--- src/rtl/sw_dispatch_pkg.sv ---
// Shared bridge constants for the SWRITE dispatcher: FSM encodings, chunking
// geometry and fixed AXI read-address attributes.
package sw_dispatch_pkg;

  localparam logic [2:0] S_IDLE  = 3'd0;
  localparam logic [2:0] S_CALC  = 3'd1;
  localparam logic [2:0] S_ISSUE = 3'd2;
  localparam logic [2:0] S_WAIT  = 3'd3;
  localparam logic [2:0] S_DONE  = 3'd4;

  localparam int MAX_CHUNK_BYTES = 256;
  localparam int BEAT_BYTES      = 8;
  localparam int BEAT_SHIFT      = $clog2(BEAT_BYTES);

  localparam logic [2:0] AR_SIZE_8B    = 3'b011;
  localparam logic [1:0] AR_BURST_INCR = 2'b01;

endpackage

--- src/rtl/sw_dispatch.sv ---
// Splits a byte-length command into <=256-byte SWRITE chunks, optionally
// fetching each chunk over AXI, and sequences the transmit engine per chunk.
module sw_dispatch
  import sw_dispatch_pkg::*;
#(
  parameter int C_LEN_WIDTH = 20
) (
  input  logic                   aclk,
  input  logic                   areset,
  input  logic                   cmd_valid,
  output logic                   cmd_ready,
  input  logic                   cmd_mode,
  input  logic [31:0]            cmd_src_addr,
  input  logic [31:0]            cmd_dst_addr,
  input  logic [C_LEN_WIDTH-1:0] cmd_len,
  output logic                   cmd_done,
  output logic                   cmd_err,
  output logic                   busy,
  output logic                   sw_start,
  output logic                   sw_mode,
  output logic [4:0]             sw_size,
  output logic [31:0]            sw_addr,
  input  logic                   sw_done,
  output logic [31:0]            m_axi_araddr,
  output logic [7:0]             m_axi_arlen,
  output logic [2:0]             m_axi_arsize,
  output logic [1:0]             m_axi_arburst,
  output logic                   m_axi_arvalid,
  input  logic                   m_axi_arready
);

  logic [2:0]             state;
  logic [31:0]            src_addr;
  logic [31:0]            dst_addr;
  logic [C_LEN_WIDTH-1:0] remaining;
  logic                   mode;
  logic [8:0]             chunk;
  logic                   ar_ok;
  logic                   sw_ok;

  logic [8:0]             chunk_n;
  logic                   ar_ok_n;
  logic                   sw_ok_n;
  logic                   cmd_bad;

  // mm2sw chunks must not cross a 256-byte source boundary; s2sw only caps length.
  function automatic logic [8:0] calc_chunk(input logic                   m,
                                            input logic [31:0]            src,
                                            input logic [C_LEN_WIDTH-1:0] rem);
    logic [8:0] cap;
    cap = m ? (9'(MAX_CHUNK_BYTES) - {1'b0, src[7:0]}) : 9'(MAX_CHUNK_BYTES);
    if (rem < C_LEN_WIDTH'(cap)) return rem[8:0];
    else                         return cap;
  endfunction

  assign chunk_n = calc_chunk(mode, src_addr, remaining);
  assign ar_ok_n = ar_ok | (m_axi_arvalid & m_axi_arready);
  assign sw_ok_n = sw_ok | sw_done;
  assign cmd_bad = (cmd_len == '0) || (cmd_len[2:0] != 3'd0) ||
                   (cmd_dst_addr[2:0] != 3'd0) ||
                   (cmd_mode && (cmd_src_addr[2:0] != 3'd0));

  assign cmd_ready     = (state == S_IDLE) && !areset;
  assign busy          = (state != S_IDLE);
  assign m_axi_arsize  = AR_SIZE_8B;
  assign m_axi_arburst = AR_BURST_INCR;

  always_ff @(posedge aclk) begin
    if (areset) begin
      state         <= S_IDLE;
      src_addr      <= '0;
      dst_addr      <= '0;
      remaining     <= '0;
      mode          <= 1'b0;
      chunk         <= '0;
      ar_ok         <= 1'b0;
      sw_ok         <= 1'b0;
      cmd_done      <= 1'b0;
      cmd_err       <= 1'b0;
      sw_start      <= 1'b0;
      sw_mode       <= 1'b0;
      sw_size       <= '0;
      sw_addr       <= '0;
      m_axi_araddr  <= '0;
      m_axi_arlen   <= '0;
      m_axi_arvalid <= 1'b0;
    end else begin
      sw_start <= 1'b0;
      cmd_done <= 1'b0;
      cmd_err  <= 1'b0;
      case (state)
        S_IDLE: begin
          if (cmd_valid) begin
            if (cmd_bad) begin
              cmd_err <= 1'b1;
            end else begin
              src_addr  <= cmd_src_addr;
              dst_addr  <= cmd_dst_addr;
              remaining <= cmd_len;
              mode      <= cmd_mode;
              state     <= S_CALC;
            end
          end
        end
        S_CALC: begin
          chunk         <= chunk_n;
          sw_size       <= 5'((chunk_n >> BEAT_SHIFT) - 9'd1);
          m_axi_arlen   <= {3'b000, 5'((chunk_n >> BEAT_SHIFT) - 9'd1)};
          sw_addr       <= dst_addr;
          sw_mode       <= mode;
          m_axi_araddr  <= src_addr;
          sw_start      <= 1'b1;
          m_axi_arvalid <= mode;
          ar_ok         <= ~mode;
          sw_ok         <= 1'b0;
          state         <= S_ISSUE;
        end
        S_ISSUE: begin
          if (m_axi_arvalid && m_axi_arready) begin
            m_axi_arvalid <= 1'b0;
            ar_ok         <= 1'b1;
          end
          if (sw_done) sw_ok <= 1'b1;
          state <= S_WAIT;
        end
        S_WAIT: begin
          if (m_axi_arvalid && m_axi_arready) begin
            m_axi_arvalid <= 1'b0;
            ar_ok         <= 1'b1;
          end
          if (sw_done) sw_ok <= 1'b1;
          // chunk <= remaining by construction, so the subtraction cannot wrap
          if (ar_ok_n && sw_ok_n) begin
            src_addr  <= src_addr + 32'(chunk);
            dst_addr  <= dst_addr + 32'(chunk);
            remaining <= remaining - C_LEN_WIDTH'(chunk);
            ar_ok     <= 1'b0;
            sw_ok     <= 1'b0;
            if (remaining == C_LEN_WIDTH'(chunk)) begin
              cmd_done <= 1'b1;
              state    <= S_DONE;
            end else begin
              state <= S_CALC;
            end
          end
        end
        S_DONE:  state <= S_IDLE;
        default: state <= S_IDLE;
      endcase
    end
  end

endmodule

--- config.mk ---
export PLATFORM = sky130hd
export DESIGN_NAME = sw_dispatch
export DESIGN_NICKNAME = d
export VERILOG_FILES = /design/src/rtl/sw_dispatch_pkg.sv /design/src/rtl/sw_dispatch.sv
export SDC_FILE = /design/constraint.sdc
export NUM_CORES = 1
export LEC_CHECK = 0
export BUFFER_PORTS_ARGS = -buffer_cell sky130_fd_sc_hd__clkbuf_2
export CORE_MARGIN = 5
export CORE_UTILIZATION = 55
export CTS_CLUSTER_SIZE = 24
export DETAILED_ROUTE_END_ITERATION = 12
export PLACE_DENSITY = 0.79
export SLEW_MARGIN = 20
export SYNTH_ARGS = -nofsm -noshare
export SYNTH_HDL_FRONTEND = slang
export SYNTH_SLANG_ARGS = --single-unit
--- constraint.sdc ---
create_clock -name aclk -period 7.2 [get_ports aclk]
set_clock_uncertainty 0.2 [all_clocks]
set_input_delay 0.36 -clock aclk [delete_from_list [all_inputs] [get_ports aclk]]
set_output_delay 0.36 -clock aclk [all_outputs]
set_load 0.05 [all_outputs]
==> impl_results.md, run 1 <==
- Run status: finished, final reports clean
- Max Cap Violations: 0
- Clock period minus worst slack: 4.26 ns
- Die ar.: 0.0208 mm^2
- Library cell used as clock root buffer: sky130_fd_sc_hd__clkbuf_16
- Largest driver fanout on the critical path: 14
- Number of hold violations in the final report: 0
- Wire length of the first global-routing pass: 48,600 um
- Element type at the critical path end: flip-flop
- Largest delay contributor family on the critical path: simple AND/OR/NAND/NOR gates
- Placed cell count: 1,600
- Global placement routability congestion: 0.937
- Final-layout setup total negative slack: 0 ns
- Cell mode on critical path: sky130_fd_sc_hd__nand2_1
- P_int: 1.56 mW
- Biggest cell delay along the critical path: 0.63 ns
- Drt pass-1 iters: 5
- Worst-case vdd ir drop: 0.165 mV
- Commonest register cell after synthesis: sky130_fd_sc_hd__dfxtp_1
- Slew Limit Headroom: 25.3%
- Fraction of power consumed by sequential logic: 45.1%
- Async set-or-reset flop fraction in the synthesized netlist: 0%
- Share of total power consumed by net switching: 29.1%
- Antenna Cells: 0
- Register clock-pin slew on the reported worst setup and hold paths: 0.07 ns
- Wirelength per Cell: 18.5 um
- Resized Gates After CTS: 0
- Final-stage net count: 1,532
- Post-route fraction of the period consumed by the critical path: 59.2%
- Input/output buffers: 170
- Non-filler instance count after layout: 1,643
- Kind of launch point of the worst setup path: flip-flop
- Post-synth EDFFs: 0
- Syn avg cell area: 7.74 um^2
- Via count: 10,200
- Detailed Route Iter0 Violations: 1,071
- Data arrival time of the critical path: 4.37 ns
- Timing-limited maximum frequency: 235 MHz
- Synth area leader: sky130_fd_sc_hd__dfxtp_1
- Setup Crit Path Kind: reg -> reg
- Synth top cells by count: sky130_fd_sc_hd__nand2_1, sky130_fd_sc_hd__dfxtp_1, sky130_fd_sc_hd__a21oi_1
- Most common cell in the synthesized netlist: sky130_fd_sc_hd__nand2_1
- Final ANT Viol Nets: 0
- # DRC: 0
- Average via count per standard cell: 6.19
- Synth Warn #: 0
- Buffering stage count on the worst path with inverters included: 1
- DIE HEIGHT: 144 um
- Detailed-placement wirelength estimate: 21,300 um
- Io pins: 179
- Synthesis-stage register bit count: 173
- Sequential share of the synthesized area: 35.0%
- Combined global-route utilization of all metal layers: 29.0%
- Area Overhead vs Synth: 15.5%
- Initial antenna violation count: 1
- Clk sink count: 173
- Largest net degree at the start of global routing: 98
- CTS tree: yes
- Worst Max-Slew Pin Slew: 1.11 ns
- Level count of the clock H-tree: 4
- Cell area after technology mapping: 0.00989 mm^2
- Power density over the cells: 192 mW/mm^2
- Critical Path Slowest Stage Cell: sky130_fd_sc_hd__or4_1
- Largest cells by area after synthesis: sky130_fd_sc_hd__dfxtp_1, sky130_fd_sc_hd__nand2_1, sky130_fd_sc_hd__a21oi_1, sky130_fd_sc_hd__ha_1, sky130_fd_sc_hd__a211oi_1
- Total detailed-routing wirelength: 30,300 um
- Hold buffer count at CTS: 12
- Slew Viols, Final: 0
- Die width: 144 um
- Initial core utilization: 55.4%
- Count of final setup violators: 0
- Count of cell types in the netlist: 84
- Gate Count Post-Synth: 1,277
- Hold crit path type: in -> reg
- Switching power: 0.640 mW
- Proportion of layout cells with a drive suffix above 1: 17.1%
- Part of the power in combinational logic: 14.4%
- # Post-CTS Setup Buffers: 0
- Worst-skew pair later-pin latency: 0.44 ns
- Fraction of synthesized cell area taken by the top area cell type: 35.0%
- Area of the core: 0.0178 mm^2
- Leakage Power: 4.43 nW
- Proportion of power drawn by the clock network: 40.5%
- Number of rows created at floorplan: 49
- CTS max path bufs: 2
- TritonCTS buffer count: 17
- RSZ-0062 raised after global routing: no
- Number of global-route vias before repair: 9,427
- Total global routing overflow: 0
- Cells traversed along the worst timing path: or4_1 -> nor4_1 -> xnor2_1 -> nand2_1 -> ha_1 -> nand2_1 -> or2_2 -> o211ai_1 -> buf_4 -> mux2_2 -> ha_1 -> nand2_1 -> xor2_1 -> nor4_1 -> a31oi_1 -> o21ai_0
- Required time of the critical path: 7.31 ns
state kept, by name, summed over array words and instances, names as in the netlist:
signal and flops:
sw_ok 1, src_addr 32, sw_addr 32, sw_start 1, m_axi_araddr 32, cmd_err 1
sw_mode 1, sw_size 5, dst_addr 32, cmd_done 1, mode 1, m_axi_arvalid 1
remaining 20, state 3, ar_ok 1, chunk 9
layer usage:
metal  track usage [%]  routed length (um)
met3              4.76                2420
met4              11.6                 939
met2              45.0               13600
met1              40.3               13300
met5                 0                   9
per-stage QoR:
stage	hold WS, ns	utilization (%)	area [um^2]	total power, mW	setup WS [ns]
global route	0.0232	64.0	11400	2.28	2.68
global placement	0.241	60.2	10700	1.31	3.08
detailed placement	0.247	60.2	10700	1.31	2.99
floorplan	0.240	-	9910	1.23	3.35
CTS	0.00211	64.0	11400	2.20	2.97
finish	0.0139	64.0	11400	2.20	2.94
worst register-to-register path, cell delays in order (launching register included):
cell and delay, ns:
sky130_fd_sc_hd__dfxtp_1 0.38, sky130_fd_sc_hd__or4_1 0.63, sky130_fd_sc_hd__nor4_1 0.26, sky130_fd_sc_hd__xnor2_1 0.17
sky130_fd_sc_hd__nand2_1 0.13, sky130_fd_sc_hd__ha_1 0.34, sky130_fd_sc_hd__nand2_1 0.07, sky130_fd_sc_hd__or2_2 0.29
sky130_fd_sc_hd__o211ai_1 0.25, sky130_fd_sc_hd__buf_4 0.25, sky130_fd_sc_hd__mux2_2 0.38, sky130_fd_sc_hd__ha_1 0.24
sky130_fd_sc_hd__nand2_1 0.09, sky130_fd_sc_hd__xor2_1 0.15, sky130_fd_sc_hd__nor4_1 0.06, sky130_fd_sc_hd__a31oi_1 0.17
sky130_fd_sc_hd__o21ai_0 0.11
path summary, 6_finish.rpt:
check	start	endpoint	slack [ns]	cells after the start
setup / recovery	src_addr[0]	sw_size[4]	2.94	16
hold / removal	cmd_dst_addr[7]	dst_addr[7]	0.01	3
setup reg to reg	src_addr[0]	sw_size[4]	2.94	16
hold reg to reg	sw_addr[0]	sw_addr[0]	0.25	2
power groups by stage:
| stage | sequential (mW) | clock (mW) | combinational [mW] |
|---|---|---|---|
| after floorplan | 1.02 | 0 | 0.208 |
| after global placement | 1.01 | 0 | 0.302 |
| after detailed placement | 1.01 | 0 | 0.304 |
| after CTS | 0.989 | 0.896 | 0.311 |
| after global routing | 0.991 | 0.941 | 0.343 |
| final | 0.990 | 0.890 | 0.316 |
logic make-up (layout without fill, tap and decap cells):
| kind of cell | count (synthesis) | in the layout | share of synthesized area (%) |
|---|---|---|---|
| buffers and inverters | 125 | 256 | 5.48 |
| multiplexers | 12 | 12 | 1.27 |
| adder cells (fa/ha/maj) | 40 | 40 | 5.29 |
| other | 2 | 8 | 0.0760 |
| AND/OR/NAND/NOR | 527 | 527 | 25.4 |
| AO/OA/AOI/OAI | 378 | 378 | 25.6 |
| flip-flops | 173 | 173 | 35.0 |
| XOR/XNOR | 20 | 20 | 1.77 |
cell usage in the layout, fill, tap and decap left out, drive strengths merged, types with 11 or more instances in the layout:
| master | instances |
|---|---|
| nor3 | 38 |
| and3 | 15 |
| ha | 37 |
| xnor2 | 14 |
| or3 | 18 |
| o31ai | 12 |
| a311oi | 15 |
| a21o | 19 |
| o21ai | 50 |
| a21oi | 125 |
| a31oi | 21 |
| clkbuf | 188 |
| a211oi | 51 |
| nor2 | 96 |
| dlygate4sd3 | 12 |
| nor4 | 20 |
| o211ai | 14 |
| nand4 | 14 |
| nand2b | 11 |
| nand2 | 224 |
| nand3 | 42 |
| nor2b | 13 |
| inv | 32 |
| buf | 14 |
| dfxtp | 173 |
layout make-up:
cell class / instances / area, um^2
Timing Repair Buffer: 195 / 1070
Inverter: 30 / 113
Sequential cell: 173 / 3460
Clock inverter: 12 / 113
Multi-Input combinational cell: 985 / 5930
Fill cell: 1599 / 6430
Tap cell: 229 / 287
Clock buffer: 19 / 443
Power figures use the tool's default switching activity.
==> run 2: changes to the inputs <==
--- a/config.mk
+++ b/config.mk
@@ -5,12 +5,13 @@
 export SDC_FILE = /design/constraint.sdc
 export NUM_CORES = 1
 export LEC_CHECK = 0
+export ABC_AREA = 1
 export BUFFER_PORTS_ARGS = -buffer_cell sky130_fd_sc_hd__clkbuf_2
 export CORE_MARGIN = 5
-export CORE_UTILIZATION = 55
+export CORE_UTILIZATION = 52
 export CTS_CLUSTER_SIZE = 24
 export DETAILED_ROUTE_END_ITERATION = 12
-export PLACE_DENSITY = 0.79
+export PLACE_DENSITY = 0.78
 export SLEW_MARGIN = 20
 export SYNTH_ARGS = -nofsm -noshare
 export SYNTH_HDL_FRONTEND = slang
==> constraint.sdc (replaced) <==
create_clock -name aclk -period 3.43 [get_ports aclk]
set_clock_uncertainty 0.2 [all_clocks]
set_input_delay 0.1715 -clock aclk [delete_from_list [all_inputs] [get_ports aclk]]
set_output_delay 0.1715 -clock aclk [all_outputs]
set_load 0.05 [all_outputs]
==> run 2 against run 1 <==
Compared with the run above:
- final area increased by 14%
- largest power group unchanged
- combinational power is 15% higher
- routed wire length up 12%
- critical endpoint unchanged
- cell count is 31% higher
- register-to-register slack lost 2.7 ns
==> impl_results.md, run 2 <==
- Wire length of the first global-routing pass: 54,500 um (was 48,600 um)
- Biggest cell delay along the critical path: 0.33 ns (was 0.63 ns)
- # DRC: 0 (unchanged)
- Largest cells by area after synthesis: sky130_fd_sc_hd__dfxtp_1, sky130_fd_sc_hd__nand2_1, sky130_fd_sc_hd__a21oi_1, sky130_fd_sc_hd__o21ai_0, sky130_fd_sc_hd__nor2_1 (was sky130_fd_sc_hd__dfxtp_1, sky130_fd_sc_hd__nand2_1, sky130_fd_sc_hd__a21oi_1, sky130_fd_sc_hd__ha_1, sky130_fd_sc_hd__a211oi_1)
- Number of global-route vias before repair: 10,800 (was 9,427)
- Post-synth EDFFs: 0 (unchanged)
- Area Overhead vs Synth: 22.5% (was 15.5%)
- Global placement routability congestion: 1.01 (was 0.937)
- Level count of the clock H-tree: 4 (unchanged)
- Post-route cell area: 0.0130 mm^2 (was 0.0114 mm^2)
- Largest delay contributor family on the critical path: simple AND/OR/NAND/NOR gates (unchanged)
- Number of hold violations in the final report: 0 (unchanged)
- Leakage Power: 5.75 nW (was 4.43 nW)
- CTS tree: yes (unchanged)
- Io pins: 179 (unchanged)
- Worst Reg2Reg Path Length in Cells: 19 (was 16)
- Register clock-pin slew on the reported worst setup and hold paths: 0.07 ns (about the same)
- Total detailed-routing wirelength: 34,000 um (was 30,300 um)
- Proportion of layout cells with a drive suffix above 1: 14.0% (was 17.1%)
- Die width: 153 um (was 144 um)
- Worst-skew pair later-pin latency: 0.45 ns (was 0.44 ns)
- Most frequent standard cell in the layout excluding fill and tap cells: sky130_fd_sc_hd__nand2_1 (unchanged)
- Post-route fraction of the period consumed by the critical path: 93.1% (was 59.2%)
- Placement-stage cell area: 0.0115 mm^2 (was 0.0107 mm^2)
- Required time of the critical path: 3.57 ns (was 7.31 ns)
- Critical R2R Launch: src_addr[2] (was src_addr[0])
- Library cell used as clock root buffer: sky130_fd_sc_hd__clkbuf_16 (unchanged)
- Utilization after layout: 64.4% (was 64.0%)
- Largest driver fanout on the critical path: 7 (was 14)
- Commonest register cell after synthesis: sky130_fd_sc_hd__dfxtp_1 (unchanged)
- Cell mode on critical path: sky130_fd_sc_hd__nand2_1 (unchanged)
- Endpoint of the most critical register-to-register path: sw_size[4] (unchanged)
- Synthesis-stage register bit count: 173 (unchanged)
- Timing-limited maximum frequency: 313 MHz (was 235 MHz)
- Slew Viols, Final: 0 (unchanged)
- Total global routing overflow: 0 (unchanged)
- Initial core utilization: 52.5% (was 55.4%)
- Count of cell types in the netlist: 44 (was 84)
- Detailed-placement wirelength estimate: 24,200 um (was 21,300 um)
- Number of rows created at floorplan: 52 (was 49)
- Worst Max-Slew Pin Slew: 0.670 ns (was 1.11 ns)
- Wirelength per Cell: 15.8 um (was 18.5 um)
- Final-stage net count: 2,002 (was 1,532)
- Power density over the cells: 331 mW/mm^2 (was 192 mW/mm^2)
- Input/output buffers: 170 (unchanged)
- Cell area after technology mapping: 0.0106 mm^2 (was 0.00989 mm^2)
- First element of the critical path: src_addr[2] (was src_addr[0])
- Kind of launch point of the worst setup path: flip-flop (unchanged)
- Setup Crit Path Kind: reg -> reg (unchanged)
- Max Cap Violations: 0 (unchanged)
- Antenna Cells: 0 (unchanged)
- Clock period minus worst slack: 3.19 ns (was 4.26 ns)
- Run status: finished, final reports clean (unchanged)
- TritonCTS buffer count: 17 (unchanged)
- Initial antenna violation count: 0 (was 1)
- Count of final setup violators: 0 (unchanged)
- CTS max path bufs: 2 (unchanged)
- Sequential share of the synthesized area: 32.7% (was 35.0%)
- Average via count per standard cell: 5.50 (was 6.19)
- Via count: 11,800 (was 10,200)
- Synth Warn #: 0 (unchanged)
- Clk sink count: 173 (unchanged)
- Detailed Route Iter0 Violations: 1,073 (was 1,071)
- Critical path capture point: sw_size[4] (unchanged)
- Final ANT Viol Nets: 0 (unchanged)
- Worst-case vdd ir drop: 0.308 mV (was 0.165 mV)
- Fillers: 1,817 (was 1,599)
- Drt pass-1 iters: 8 (was 5)
- Gate Count Post-Synth: 1,665 (was 1,277)
- Buffering stage count on the worst path with inverters included: 3 (was 1)
- Synth area leader: sky130_fd_sc_hd__dfxtp_1 (unchanged)
- Area of the core: 0.0202 mm^2 (was 0.0178 mm^2)
- Hold crit path type: in -> reg (unchanged)
- Die ar.: 0.0233 mm^2 (was 0.0208 mm^2)
- Syn avg cell area: 6.37 um^2 (was 7.74 um^2)
- Combined global-route utilization of all metal layers: 28.2% (was 29.0%)
- Slew Limit Headroom: 54.9% (was 25.3%)
- Async set-or-reset flop fraction in the synthesized netlist: 0% (unchanged)
- Cells traversed along the worst timing path: inv_1 -> nand3_1 -> nor2_2 -> nand3_1 -> o21ai_0 -> nand3_1 -> ha_1 -> nand2_1 -> inv_1 -> nand2_1 -> nand2_1 -> a21oi_4 -> nand2_8 -> buf_4 -> or2_0 -> nand2_1 -> nand2_1 -> nor2_1 -> nor2_1 (was or4_1 -> nor4_1 -> xnor2_1 -> nand2_1 -> ha_1 -> nand2_1 -> or2_2 -> o211ai_1 -> buf_4 -> mux2_2 -> ha_1 -> nand2_1 -> xor2_1 -> nor4_1 -> a31oi_1 -> o21ai_0)
- Data arrival time of the critical path: 3.33 ns (was 4.37 ns)
- Slack of the worst reg-to-reg path: 0.24 ns (was 2.94 ns)
- DIE HEIGHT: 153 um (was 144 um)
- Count of cell instances traversed by the critical path: 19 (was 16)
- Fraction of synthesized cell area taken by the top area cell type: 32.7% (was 35.0%)
- Highest-count cells in the layout ignoring fill and taps: sky130_fd_sc_hd__nand2_1, sky130_fd_sc_hd__nor2_1, sky130_fd_sc_hd__dfxtp_1 (was sky130_fd_sc_hd__nand2_1, sky130_fd_sc_hd__dfxtp_1, sky130_fd_sc_hd__clkbuf_2)
- Synth top cells by count: sky130_fd_sc_hd__nand2_1, sky130_fd_sc_hd__nor2_1, sky130_fd_sc_hd__dfxtp_1 (was sky130_fd_sc_hd__nand2_1, sky130_fd_sc_hd__dfxtp_1, sky130_fd_sc_hd__a21oi_1)
- Critical Path Slowest Stage Cell: sky130_fd_sc_hd__dfxtp_1 (was sky130_fd_sc_hd__or4_1)
- Largest net degree at the start of global routing: 94 (was 98)
- Most common cell in the synthesized netlist: sky130_fd_sc_hd__nand2_1 (unchanged)
- Element type at the critical path end: flip-flop (unchanged)
-- run 2: cell types whose count changed after synthesis, moves of 12 or more --
cell / delta
sky130_fd_sc_hd__a211oi_1: -49
sky130_fd_sc_hd__a21o_1: -17
sky130_fd_sc_hd__a21oi_1: +43
sky130_fd_sc_hd__a311oi_1: -15
sky130_fd_sc_hd__buf_1: -14
sky130_fd_sc_hd__inv_1: +132
sky130_fd_sc_hd__nand2_1: +169
sky130_fd_sc_hd__nand3_1: +92
sky130_fd_sc_hd__nor2_1: +91
sky130_fd_sc_hd__nor2b_1: -12
sky130_fd_sc_hd__nor4_1: -12
sky130_fd_sc_hd__o21ai_0: +121
sky130_fd_sc_hd__or3_1: -18
-- run 2: kinds of logic (layout without fill, tap and decap cells) --
logic type	Yosys count	after routing	synth area share [%]
AO/OA/AOI/OAI	375	375	18.5
XOR/XNOR	13	13	1.07
adder cells (fa/ha/maj)	40	40	4.93
buffers and inverters	252	466	10.1
flip-flops	173	173	32.7
other	2	8	0.0709
AND/OR/NAND/NOR	810	810	32.6
-- run 2: area by class of cell --
class | instances | area, um^2 | share of cell area [%]
repair buffers | 271 | 1880 | 14.5
clock inverters | 14 | 125 | 0.964
multi-input cells | 1246 | 6120 | 47.2
inverters | 163 | 613 | 4.72
flip-flops and latches | 173 | 3460 | 26.7
well taps | 270 | 338 | 2.60
clock buffers | 18 | 439 | 3.38
-- run 2: metal layers --
metal	GRT usage (%)	wire length [um]
met1	39.4	14900
met2	43.6	15000
met3	7.19	3370
met4	7.47	749
met5	0	0
-- run 2: worst min path at each step --
stage / slack (ns) / start / depth (start not counted) / endpoint
floorplan: 0.12 / cmd_valid / 1 / cmd_err
global placement: 0.24 / cmd_src_addr[8] / 3 / src_addr[8]
detailed placement: 0.25 / cmd_src_addr[8] / 3 / src_addr[8]
CTS: 0.01 / cmd_len[13] / 4 / remaining[13]
global route: 0.02 / cmd_len[13] / 4 / remaining[13]
finish: 0.02 / cmd_len[13] / 4 / remaining[13]
-- run 2: through the flow --
step	TNS (ns)	setup slack (ns)	power (mW)	hold WS, ns	cells
6_report	0	0.236	4.30	0.0180	2155
5_1_grt	-0.0263	-0.0182	4.44	0.0213	2155
4_1_cts	0	0.132	4.29	0.0127	2152
3_5_place_dp	0	0.140	2.35	0.245	2036
3_3_place_gp	0	0.203	2.35	0.240	2036
2_1_floorplan	0	0.496	2.25	0.124	1671
-- run 2: where the power goes --
group / leakage [nW] / internal, mW / switching [mW]
registers: 1.39 / 2.02 / 0.00946
logic: 4.08 / 0.158 / 0.205
clock network: 0.280 / 0.976 / 0.931
-- run 2: tightest hold or removal path: stages --
cell and delay (ns):
sky130_fd_sc_hd__clkbuf_2 0.09, sky130_fd_sc_hd__nor2_1 0.05, sky130_fd_sc_hd__o21ai_0 0.16, sky130_fd_sc_hd__and3_1 0.15
-- run 2: repair_timing --
item,4_1_cts,5_1_grt
hold buffers,84,0
gates resized for setup,0,9
setup buffers,0,3
setup endpoints to repair,0,4
hold endpoints to repair,87,0
